File: src/rtl/c_drain_pkg.sv
// c_drain_pkg: shared types and constants for the C result drain.
// TAG_WIDTH is used only when C_DRAIN_TILE_TAG_EN is defined.
package c_drain_pkg;

    typedef enum logic [1:0] {
        IDLE  = 2'd0,
        READ  = 2'd1,
        FLUSH = 2'd2
    } drain_state_t;

    localparam int TAG_WIDTH = 16;

    function automatic int addr_wth(input int a_part_w, input int b_num_w);
        return a_part_w + b_num_w;
    endfunction

endpackage

File: src/rtl/c_result_drain_if.sv
// c_result_drain_if: valid/ready result stream toward writeback/DMA.
// The m_tag lane exists only when C_DRAIN_TILE_TAG_EN is defined.
interface c_result_drain_if #(
    parameter int D_WIDTH = 64
);
    logic               m_valid;
    logic               m_ready;
    logic [D_WIDTH-1:0] m_data;
    logic               m_last;
`ifdef C_DRAIN_TILE_TAG_EN
    logic [c_drain_pkg::TAG_WIDTH-1:0] m_tag;

    modport master (
        output m_valid, m_data, m_last, m_tag,
        input  m_ready
    );
    modport slave (
        input  m_valid, m_data, m_last, m_tag,
        output m_ready
    );
`else
    modport master (
        output m_valid, m_data, m_last,
        input  m_ready
    );
    modport slave (
        input  m_valid, m_data, m_last,
        output m_ready
    );
`endif
endinterface

File: src/rtl/drain_fifo.sv
// drain_fifo: small synchronous FIFO with occupancy count.
// DEPTH must be a power of two; pointers wrap naturally.
module drain_fifo #(
    parameter int WIDTH = 65,
    parameter int DEPTH = 4
) (
    input  logic                   clk,
    input  logic                   rst,
    input  logic                   push_in,
    input  logic [WIDTH-1:0]       wdata_in,
    input  logic                   pop_in,
    output logic [WIDTH-1:0]       rdata_out,
    output logic                   full_out,
    output logic                   empty_out,
    output logic [$clog2(DEPTH):0] count_out
);
    localparam int AW = $clog2(DEPTH);

    logic [WIDTH-1:0] mem_q [DEPTH];
    logic [WIDTH-1:0] mem_d [DEPTH];
    logic [AW-1:0]    wr_q, wr_d;
    logic [AW-1:0]    rd_q, rd_d;
    logic [AW:0]      cnt_q, cnt_d;

    always_comb begin
        mem_d = mem_q;
        wr_d  = wr_q;
        rd_d  = rd_q;
        cnt_d = cnt_q;
        if (push_in) begin
            mem_d[wr_q] = wdata_in;
            wr_d        = wr_q + AW'(1);
        end
        if (pop_in) begin
            rd_d = rd_q + AW'(1);
        end
        unique case ({push_in, pop_in})
            2'b10:   cnt_d = cnt_q + (AW+1)'(1);
            2'b01:   cnt_d = cnt_q - (AW+1)'(1);
            default: cnt_d = cnt_q;
        endcase
    end

    always_ff @(posedge clk or posedge rst) begin
        if (rst) begin
            mem_q <= '{default: '0};
            wr_q  <= '0;
            rd_q  <= '0;
            cnt_q <= '0;
        end else begin
            mem_q <= mem_d;
            wr_q  <= wr_d;
            rd_q  <= rd_d;
            cnt_q <= cnt_d;
        end
    end

    assign rdata_out = mem_q[rd_q];
    assign full_out  = (cnt_q == (AW+1)'(DEPTH));
    assign empty_out = (cnt_q == '0);
    assign count_out = cnt_q;

    a_no_overflow: assert property (
        @(posedge clk) disable iff (rst) !(push_in && full_out));
    a_no_underflow: assert property (
        @(posedge clk) disable iff (rst) !(pop_in && empty_out));

endmodule

File: src/rtl/c_result_drain.sv
// c_result_drain: on each bank-swap trigger edge, read the finished bank
// and stream it out. Optional tile tag lane: define C_DRAIN_TILE_TAG_EN.
module c_result_drain
    import c_drain_pkg::*;
#(
    parameter int D_WIDTH      = 64,
    parameter int A_PART_WIDTH = 1,
    parameter int B_NUM_WIDTH  = 1,
    parameter int RD_LAT       = 2,
    parameter int FIFO_DEPTH   = 4
) (
    input  logic                                 clk,
    input  logic                                 rst,
    input  logic                                 trig_in,
    output logic                                 rd_en_out,
    output logic [A_PART_WIDTH+B_NUM_WIDTH-1:0]  rd_addr_out,
    input  logic [D_WIDTH-1:0]                   rd_data_in,
    c_result_drain_if.master                     m,
    output logic                                 busy_out,
    output logic                                 done_out,
    output logic                                 overrun_err_out
);
    localparam int ADDR_WTH = addr_wth(A_PART_WIDTH, B_NUM_WIDTH);
    localparam int CNT_W    = $clog2(FIFO_DEPTH) + 1;
    localparam int SUM_W    = CNT_W + 1;
    localparam logic [ADDR_WTH-1:0] LAST_ADDR = '1;

    // [0],[1] synchronize trig_in; [2] holds the previous synced level
    logic [2:0]          sync_q, sync_d;
    logic                pulse_q, pulse_d;
    drain_state_t        state_q, state_d;
    logic [ADDR_WTH-1:0] addr_q, addr_d;
    logic [RD_LAT-1:0]   sr_vld_q, sr_vld_d;
    logic [RD_LAT-1:0]   sr_last_q, sr_last_d;
    logic                ovr_q, ovr_d;
`ifdef C_DRAIN_TILE_TAG_EN
    logic [TAG_WIDTH-1:0] tag_q, tag_d;
`endif

    logic               fifo_push;
    logic               fifo_pop;
    logic               fifo_full;
    logic               fifo_empty;
    logic [CNT_W-1:0]   fifo_count;
    logic [D_WIDTH:0]   fifo_rdata;
    logic [SUM_W-1:0]   inflight;
    logic [SUM_W-1:0]   used;
    logic               issue;
    logic               done;

    always_comb begin
        sync_d    = {sync_q[1:0], trig_in};
        pulse_d   = sync_q[1] ^ sync_q[2];
        state_d   = state_q;
        addr_d    = addr_q;
        ovr_d     = ovr_q;
        inflight  = '0;
        for (int i = 0; i < RD_LAT; i++) begin
            inflight = inflight + SUM_W'(sr_vld_q[i]);
        end
        // Pops are ignored here, so a push can never meet a full FIFO
        used      = SUM_W'(fifo_count) + inflight;
        issue     = (state_q == READ) && !fifo_full
                    && (used < SUM_W'(FIFO_DEPTH));
        fifo_push = sr_vld_q[RD_LAT-1];
        fifo_pop  = !fifo_empty && m.m_ready;
        done      = (state_q == FLUSH) && fifo_pop
                    && fifo_rdata[D_WIDTH] && (inflight == '0);
        sr_vld_d[0]  = issue;
        sr_last_d[0] = issue && (addr_q == LAST_ADDR);
        for (int i = 1; i < RD_LAT; i++) begin
            sr_vld_d[i]  = sr_vld_q[i-1];
            sr_last_d[i] = sr_last_q[i-1];
        end
        if (pulse_q && (state_q != IDLE)) begin
            ovr_d = 1'b1;
        end
        unique case (state_q)
            IDLE: begin
                if (pulse_q) begin
                    addr_d  = '0;
                    state_d = READ;
                end
            end
            READ: begin
                if (issue) begin
                    if (addr_q == LAST_ADDR) begin
                        state_d = FLUSH;
                    end else begin
                        addr_d = addr_q + ADDR_WTH'(1);
                    end
                end
            end
            FLUSH: begin
                if (done) begin
                    state_d = IDLE;
                end
            end
            default: state_d = IDLE;
        endcase
`ifdef C_DRAIN_TILE_TAG_EN
        tag_d = tag_q + TAG_WIDTH'(done);
`endif
    end

    always_ff @(posedge clk or posedge rst) begin
        if (rst) begin
            sync_q    <= '0;
            pulse_q   <= 1'b0;
            state_q   <= IDLE;
            addr_q    <= '0;
            sr_vld_q  <= '0;
            sr_last_q <= '0;
            ovr_q     <= 1'b0;
`ifdef C_DRAIN_TILE_TAG_EN
            tag_q     <= '0;
`endif
        end else begin
            sync_q    <= sync_d;
            pulse_q   <= pulse_d;
            state_q   <= state_d;
            addr_q    <= addr_d;
            sr_vld_q  <= sr_vld_d;
            sr_last_q <= sr_last_d;
            ovr_q     <= ovr_d;
`ifdef C_DRAIN_TILE_TAG_EN
            tag_q     <= tag_d;
`endif
        end
    end

    drain_fifo #(
        .WIDTH (D_WIDTH + 1),
        .DEPTH (FIFO_DEPTH)
    ) u_fifo (
        .clk       (clk),
        .rst       (rst),
        .push_in   (fifo_push),
        .wdata_in  ({sr_last_q[RD_LAT-1], rd_data_in}),
        .pop_in    (fifo_pop),
        .rdata_out (fifo_rdata),
        .full_out  (fifo_full),
        .empty_out (fifo_empty),
        .count_out (fifo_count)
    );

    assign rd_en_out       = issue;
    assign rd_addr_out     = addr_q;
    assign m.m_valid       = !fifo_empty;
    assign m.m_data        = fifo_rdata[D_WIDTH-1:0];
    assign m.m_last        = fifo_rdata[D_WIDTH];
`ifdef C_DRAIN_TILE_TAG_EN
    assign m.m_tag         = tag_q;
`endif
    assign busy_out        = (state_q != IDLE);
    assign done_out        = done;
    assign overrun_err_out = ovr_q;

endmodule
File: src/flat_wrapper.sv
// flat-port wrapper written by rule: the top's interface ports become plain ports
module c_result_drain_flat import c_drain_pkg::*;
#(
    parameter int D_WIDTH      = 64,
    parameter int A_PART_WIDTH = 1,
    parameter int B_NUM_WIDTH  = 1,
    parameter int RD_LAT       = 2,
    parameter int FIFO_DEPTH   = 4
)
  (clk, rst, trig_in, rd_en_out, rd_addr_out, rd_data_in, busy_out, done_out, overrun_err_out, m_m_valid, m_m_data, m_m_last, m_m_ready);
  c_result_drain_if #(.D_WIDTH(D_WIDTH)) m_i ();
  input  logic clk;
  input  logic rst;
  input  logic trig_in;
  output logic rd_en_out;
  output logic [A_PART_WIDTH+B_NUM_WIDTH-1:0] rd_addr_out;
  input  logic [D_WIDTH-1:0] rd_data_in;
  output logic busy_out;
  output logic done_out;
  output logic overrun_err_out;
  output wire logic [$bits(m_i.m_valid)-1:0] m_m_valid;
  output wire logic [$bits(m_i.m_data)-1:0] m_m_data;
  output wire logic [$bits(m_i.m_last)-1:0] m_m_last;
  input wire logic [$bits(m_i.m_ready)-1:0] m_m_ready;
  assign m_m_valid = m_i.m_valid;
  assign m_m_data = m_i.m_data;
  assign m_m_last = m_i.m_last;
  assign m_i.m_ready = m_m_ready;
  c_result_drain #(.D_WIDTH(D_WIDTH), .A_PART_WIDTH(A_PART_WIDTH), .B_NUM_WIDTH(B_NUM_WIDTH), .RD_LAT(RD_LAT), .FIFO_DEPTH(FIFO_DEPTH)) u_core (.clk(clk), .rst(rst), .trig_in(trig_in), .rd_en_out(rd_en_out), .rd_addr_out(rd_addr_out), .rd_data_in(rd_data_in), .m(m_i), .busy_out(busy_out), .done_out(done_out), .overrun_err_out(overrun_err_out));
endmodule
File: config.mk
export PLATFORM = sky130hd
export DESIGN_NAME = c_result_drain_flat
export DESIGN_NICKNAME = d
export VERILOG_FILES = /design/src/rtl/c_drain_pkg.sv /design/src/rtl/c_result_drain_if.sv /design/src/rtl/drain_fifo.sv /design/src/rtl/c_result_drain.sv /design/src/flat_wrapper.sv
export SDC_FILE = /design/constraint.sdc
export NUM_CORES = 1
export LEC_CHECK = 0
export BUFFER_PORTS_ARGS = -buffer_cell sky130_fd_sc_hd__buf_2
export CORE_ASPECT_RATIO = 1.75
export CORE_UTILIZATION = 51
export CTS_BUF_LIST = sky130_fd_sc_hd__clkbuf_4 sky130_fd_sc_hd__clkbuf_8
export DETAILED_ROUTE_END_ITERATION = 8
export PLACE_DENSITY = 0.79
export SLEW_MARGIN = 15
export SYNTH_ARGS = -nofsm -noshare
export SYNTH_HDL_FRONTEND = slang
export SYNTH_SLANG_ARGS = --single-unit
File: constraint.sdc
create_clock -name clk -period 26.8 [get_ports clk]
set_input_delay 5.36 -clock clk [delete_from_list [all_inputs] [get_ports clk]]
set_output_delay 5.36 -clock clk [all_outputs]
set_load 0.005 [all_outputs]
Yosys cells after proc, flatten, opt, wreduce, memory -nomap -nowiden
Cells that the tools add are included.
Word-level totals
  bits in registers: 280
Cells by class
  $add $sub $neg: 7
  bitwise gates (word level): 3
  equal/unequal tests: 11
  reductions and logical operators: 19
  order comparisons: 4
  muxes and demuxes: 16
Operators by type and width (number)
  260-bit bitwise mux: 1
  65-bit two-way mux: 3
  65-bit binary-select mux with 2-bit select: 1
  65-bit demux with 2-bit select: 1
  2-bit two-way mux: 7
  1-bit logical AND: 9
  2-bit != test, second input constant: 4
  4-bit AND reduction: 2
  2-bit by 1-bit adder with 2-bit output, second input constant: 3
  2-bit == test, second input constant: 3
  3-bit greater-or-equal comparator, second input constant: 2
  2-bit inverter with 3-bit output: 2
  2-bit one-hot mux with 3 select lines: 1
  3-bit one-hot mux with 2 select lines: 1
  2-bit nonzero test: 3
  3-bit by 4-bit adder with 4-bit output: 1
  2-bit by 1-bit == test with 1-bit output, second input constant: 2
  4-bit zero test: 1
  4-bit by 3-bit less-than comparator with 1-bit output, second input constant: 1
  2-bit one-hot mux with 2 select lines: 1
  3-bit by 1-bit adder with 3-bit output, second input constant: 1
  3-bit == test, second input constant: 1
  3-bit zero test: 1
  3-bit by 1-bit less-than comparator with 1-bit output, second input constant: 1
  other kinds (6): 7

Logic depth before layout (Yosys ltp)
  depth after elaboration: 8
  gate-level depth with buffers: 9
  mapped depth without buffers: 9

Hierarchy
A second synthesis with hierarchy kept.
Second synthesis, totals
  cell total of the unflattened synthesis: 715
  area, all modules: 12249.2 µm²
Modules (own cells, without submodules)
  drain_fifo: cells each 665, area each 11662.4 µm², instances 1
  c_result_drain: cells each 50, area each 586.8 µm², instances 1

Worst setup path before layout
Ideal clock, no wire load.
  path type: input -> output
  start point: input port m_m_ready
  end point: output port done_out
  arrival: 5.810 ns
  setup slack: 15.630 ns
  stages on the path: 2
  data required time: 21.440 ns
  path through: nand2_1 -> nor4_1
Between the ends
  longest elaborated chain between the ends: 4
RTL lines
  start, declared: line flat_wrapper.sv:24  | input wire logic [$bits(m_i.m_ready)-1:0] m_m_ready;
  1-bit logical AND: line c_result_drain.sv:66  | fifo_pop = !fifo_empty && m.m_ready;
  1-bit logical AND: line c_result_drain.sv:67  | done = (state_q == FLUSH) && fifo_pop
  1-bit logical AND (2 in series): line c_result_drain.sv:68  | && fifo_rdata[D_WIDTH] && (inflight == '0);
  end, declared: line flat_wrapper.sv:19  | output logic done_out;
No other way between the ends.

Worst setup path after layout
Same ends and word-level chain as after synthesis.

==> out/results.ini <==
[status]
status=completed

[final_layout]
syn_to_final_growth_pct=14.8
utilization_pct=59.5
largest_reg_flops=260
layout_common_cells=dfrtp_1, mux2_2, buf_2
drive_above_1_share_pct=62.2
design_area_sq_mm=0.0138
top_register=u_core.u_fifo.mem_q
nets=930
final_common_cell=dfrtp_1
layout.cells.non_filler=1184

[critical_path]
slowest_stage=nor4_1
worstPathArrival_ns=6.05
reg2reg_from=u_core.u_fifo.rd_q[0]$_DFFE_PP0P_
path_cells=buf_2 -> nand2_1 -> nor4_1 -> buf_2
crit_top_cell=buf_2
rr_endpoint=u_core.state_q[1]$_DFFE_PP0P_
worstSetupStartpointType=input pin
crit_fanout=3
path_delay_family=simple AND/OR/NAND/NOR gates
cp_num_buf_inv=2
cp.required_ns=21.44
cp-end-kind=output port
crit_type=input pin to output port
rrSetupSlack_ns=24.05
ff2ff_path_depth=5
crit_path_max_incr_delay_ns=0.35

[placed_design]
portBuffers=139
dp_cells=1113
place_congestion=0.704
post_dp_cell_area_sq_mm=0.0130
dp_slack_ns=15.40
hpwl_um=13100

[pwr]
clockPowerShare_pct=32.3
leakage_nw=6.10
comb_power_share_pct=21.8
powerDensity_mw_per_mm2=78.7
seqPwrFrac_pct=45.9
ir_worst_vdd_mv=0.0709
internal_power_w=0.000793
swShare_pct=27.2
power.switching_w=0.000296

[route]
routed-via-count=6606
post_drt_wl_per_cell_um=19.4
drt_iter0_markers=298
drt_wl_total_um=23000
drc=0
vias_per_cell=5.58
first_pass_iters=4
ant_nets=0

[clocking]
htreeDepth=2
ctsHoldBuffers=0
cts_made_buffers=41
clkSinkCount=280
clockBufferDepth=3
clkLatencyLatePin_ns=0.53
cts_tree=done
cts_resized=0
cts_root_buf=clkbuf_8
clkTransAtPathRegs_ns=0.07
cts_setup_buffers=0

[job]
max-cap-violations=0

[grt]
track_usage_pct=19.7
grt_max_degree=138
grt_pass1_wl_um=37200
overflow=0
antenna_found_initial=2
grt_pass1_vias=7083

[sta]
rsz0062_at_grt=false
tightest_slew_ns=1.09
setup_violations=0
max_freq_mhz=87.6
fin_setup_tns_ns=0
skew_ns=0.0164
fin_crit_ns=11.41
slew_viol_final=0
relSlewSlack_pct=27.5
hold_viol=0
fin_ws_ns=15.39
fin_crit_sh_pct=42.6

[synth]
synth_cell_type_count=29
synth_cells=712
ys_ff_latch=280
yosysWarnings=0
avgSynthCellArea_sq_um=16.9
ys_seq_area_share_pct=58.1
netlist_area_sq_mm=0.0121
synthTopCellsByArea=dfrtp_1, mux2_2, mux4_2, buf_2, ha_1
synth_top_area_share_pct=58.1
syn-num-nets=790
yosysTopAreaCell=dfrtp_1

[min_path]
hp-class=register to register
min_path_cells=0
hold_end=u_core.sr_last_q[1]$_DFF_PP0_
worstHoldStart=u_core.sr_last_q[0]$_DFF_PP0_

[floorplanning]
core_sq_mm=0.0232
rows=74
design.die.area_sq_mm=0.0243
num_io_pins=140
start_util_pct=51.9
die_x_um=118
fp.dieH_um=205

-- power groups by stage --
stage               combinational [W]  clock (W)  sequential, W
global placement             0.000241          0       0.000508
global route                 0.000258   0.000382       0.000506
detailed placement           0.000244          0       0.000509
CTS                          0.000244   0.000363       0.000501
finish                       0.000238   0.000352       0.000499
floorplan                    0.000189          0       0.000464
-- per-stage QoR --
| step | power (W) | hold WS, ns |
|---|---|---|
| after floorplan | 0.000652 | 0.331 |
| after global placement | 0.000748 | 0.332 |
| after detailed placement | 0.000752 | 0.338 |
| after CTS | 0.00111 | 0.353 |
| after global routing | 0.00115 | 0.367 |
| final | 0.00109 | 0.351 |
-- synthesized netlist by cell type, drive strengths merged --
library cell,n
dfrtp,280
mux2,260
mux4,65
buf,36
nand2,14
inv,10
clkbuf,9
ha,9
xor2,4
xnor2,3
a21o,2
a21oi,2
nand2b,2
nor2,2
o21ai,2
a211oi,1
a31oi,1
and2,1
fa,1
nand3,1
nor3,1
nor4,1
o211ai,1
o221ai,1
or2,1
or3,1
or4b,1
-- kinds of logic (layout without fill, tap and decap cells) --
| kind of cell | Yosys count | in the layout | synth area share [%] |
|---|---|---|---|
| buf+inv | 55 | 222 | 2.14 |
| simple gates | 25 | 25 | 1.01 |
| mux | 325 | 325 | 36.4 |
| fa+ha+maj | 10 | 10 | 1.10 |
| compound gates | 10 | 10 | 0.664 |
| other cells | 0 | 1 | 0 |
| flops | 280 | 280 | 58.1 |
| xor+xnor | 7 | 7 | 0.509 |
-- how the worst max path moves through the flow --
stage	startpoint	to	slack, ns	cells past startpoint
after global routing	m_m_ready	done_out	15.32	4
after detailed placement	m_m_ready	done_out	15.40	4
after CTS	m_m_ready	done_out	15.39	4
after global placement	m_m_ready	done_out	15.42	4
after floorplan	rst	u_core.overrun_err_out$_DFFE_PP0P_	13.72	1
final	m_m_ready	done_out	15.39	4
-- per-layer routing --
layer / up-vias / global-route usage [%] / share of wire (%)
met4: 2 / 7.33 / 2.5
met2: 129 / 34.8 / 53
met1: 3528 / 24.2 / 40
li1: 2901 / - / -
met5: - / 0 / 0.044
met3: 46 / 3.30 / 3.7
-- final cells by class --
class	count	area [sq um]
Clock inverter	2	10.0
Inverter	10	45.0
Sequential cell	280	7010
Antenna cell	1	2.50
Multi-Input combinational cell	377	4820
Clock buffer	68	842
Timing Repair Buffer	142	718
Tap cell	304	380
Fill cell	1784	9410
Power figures use the tool's default switching activity.
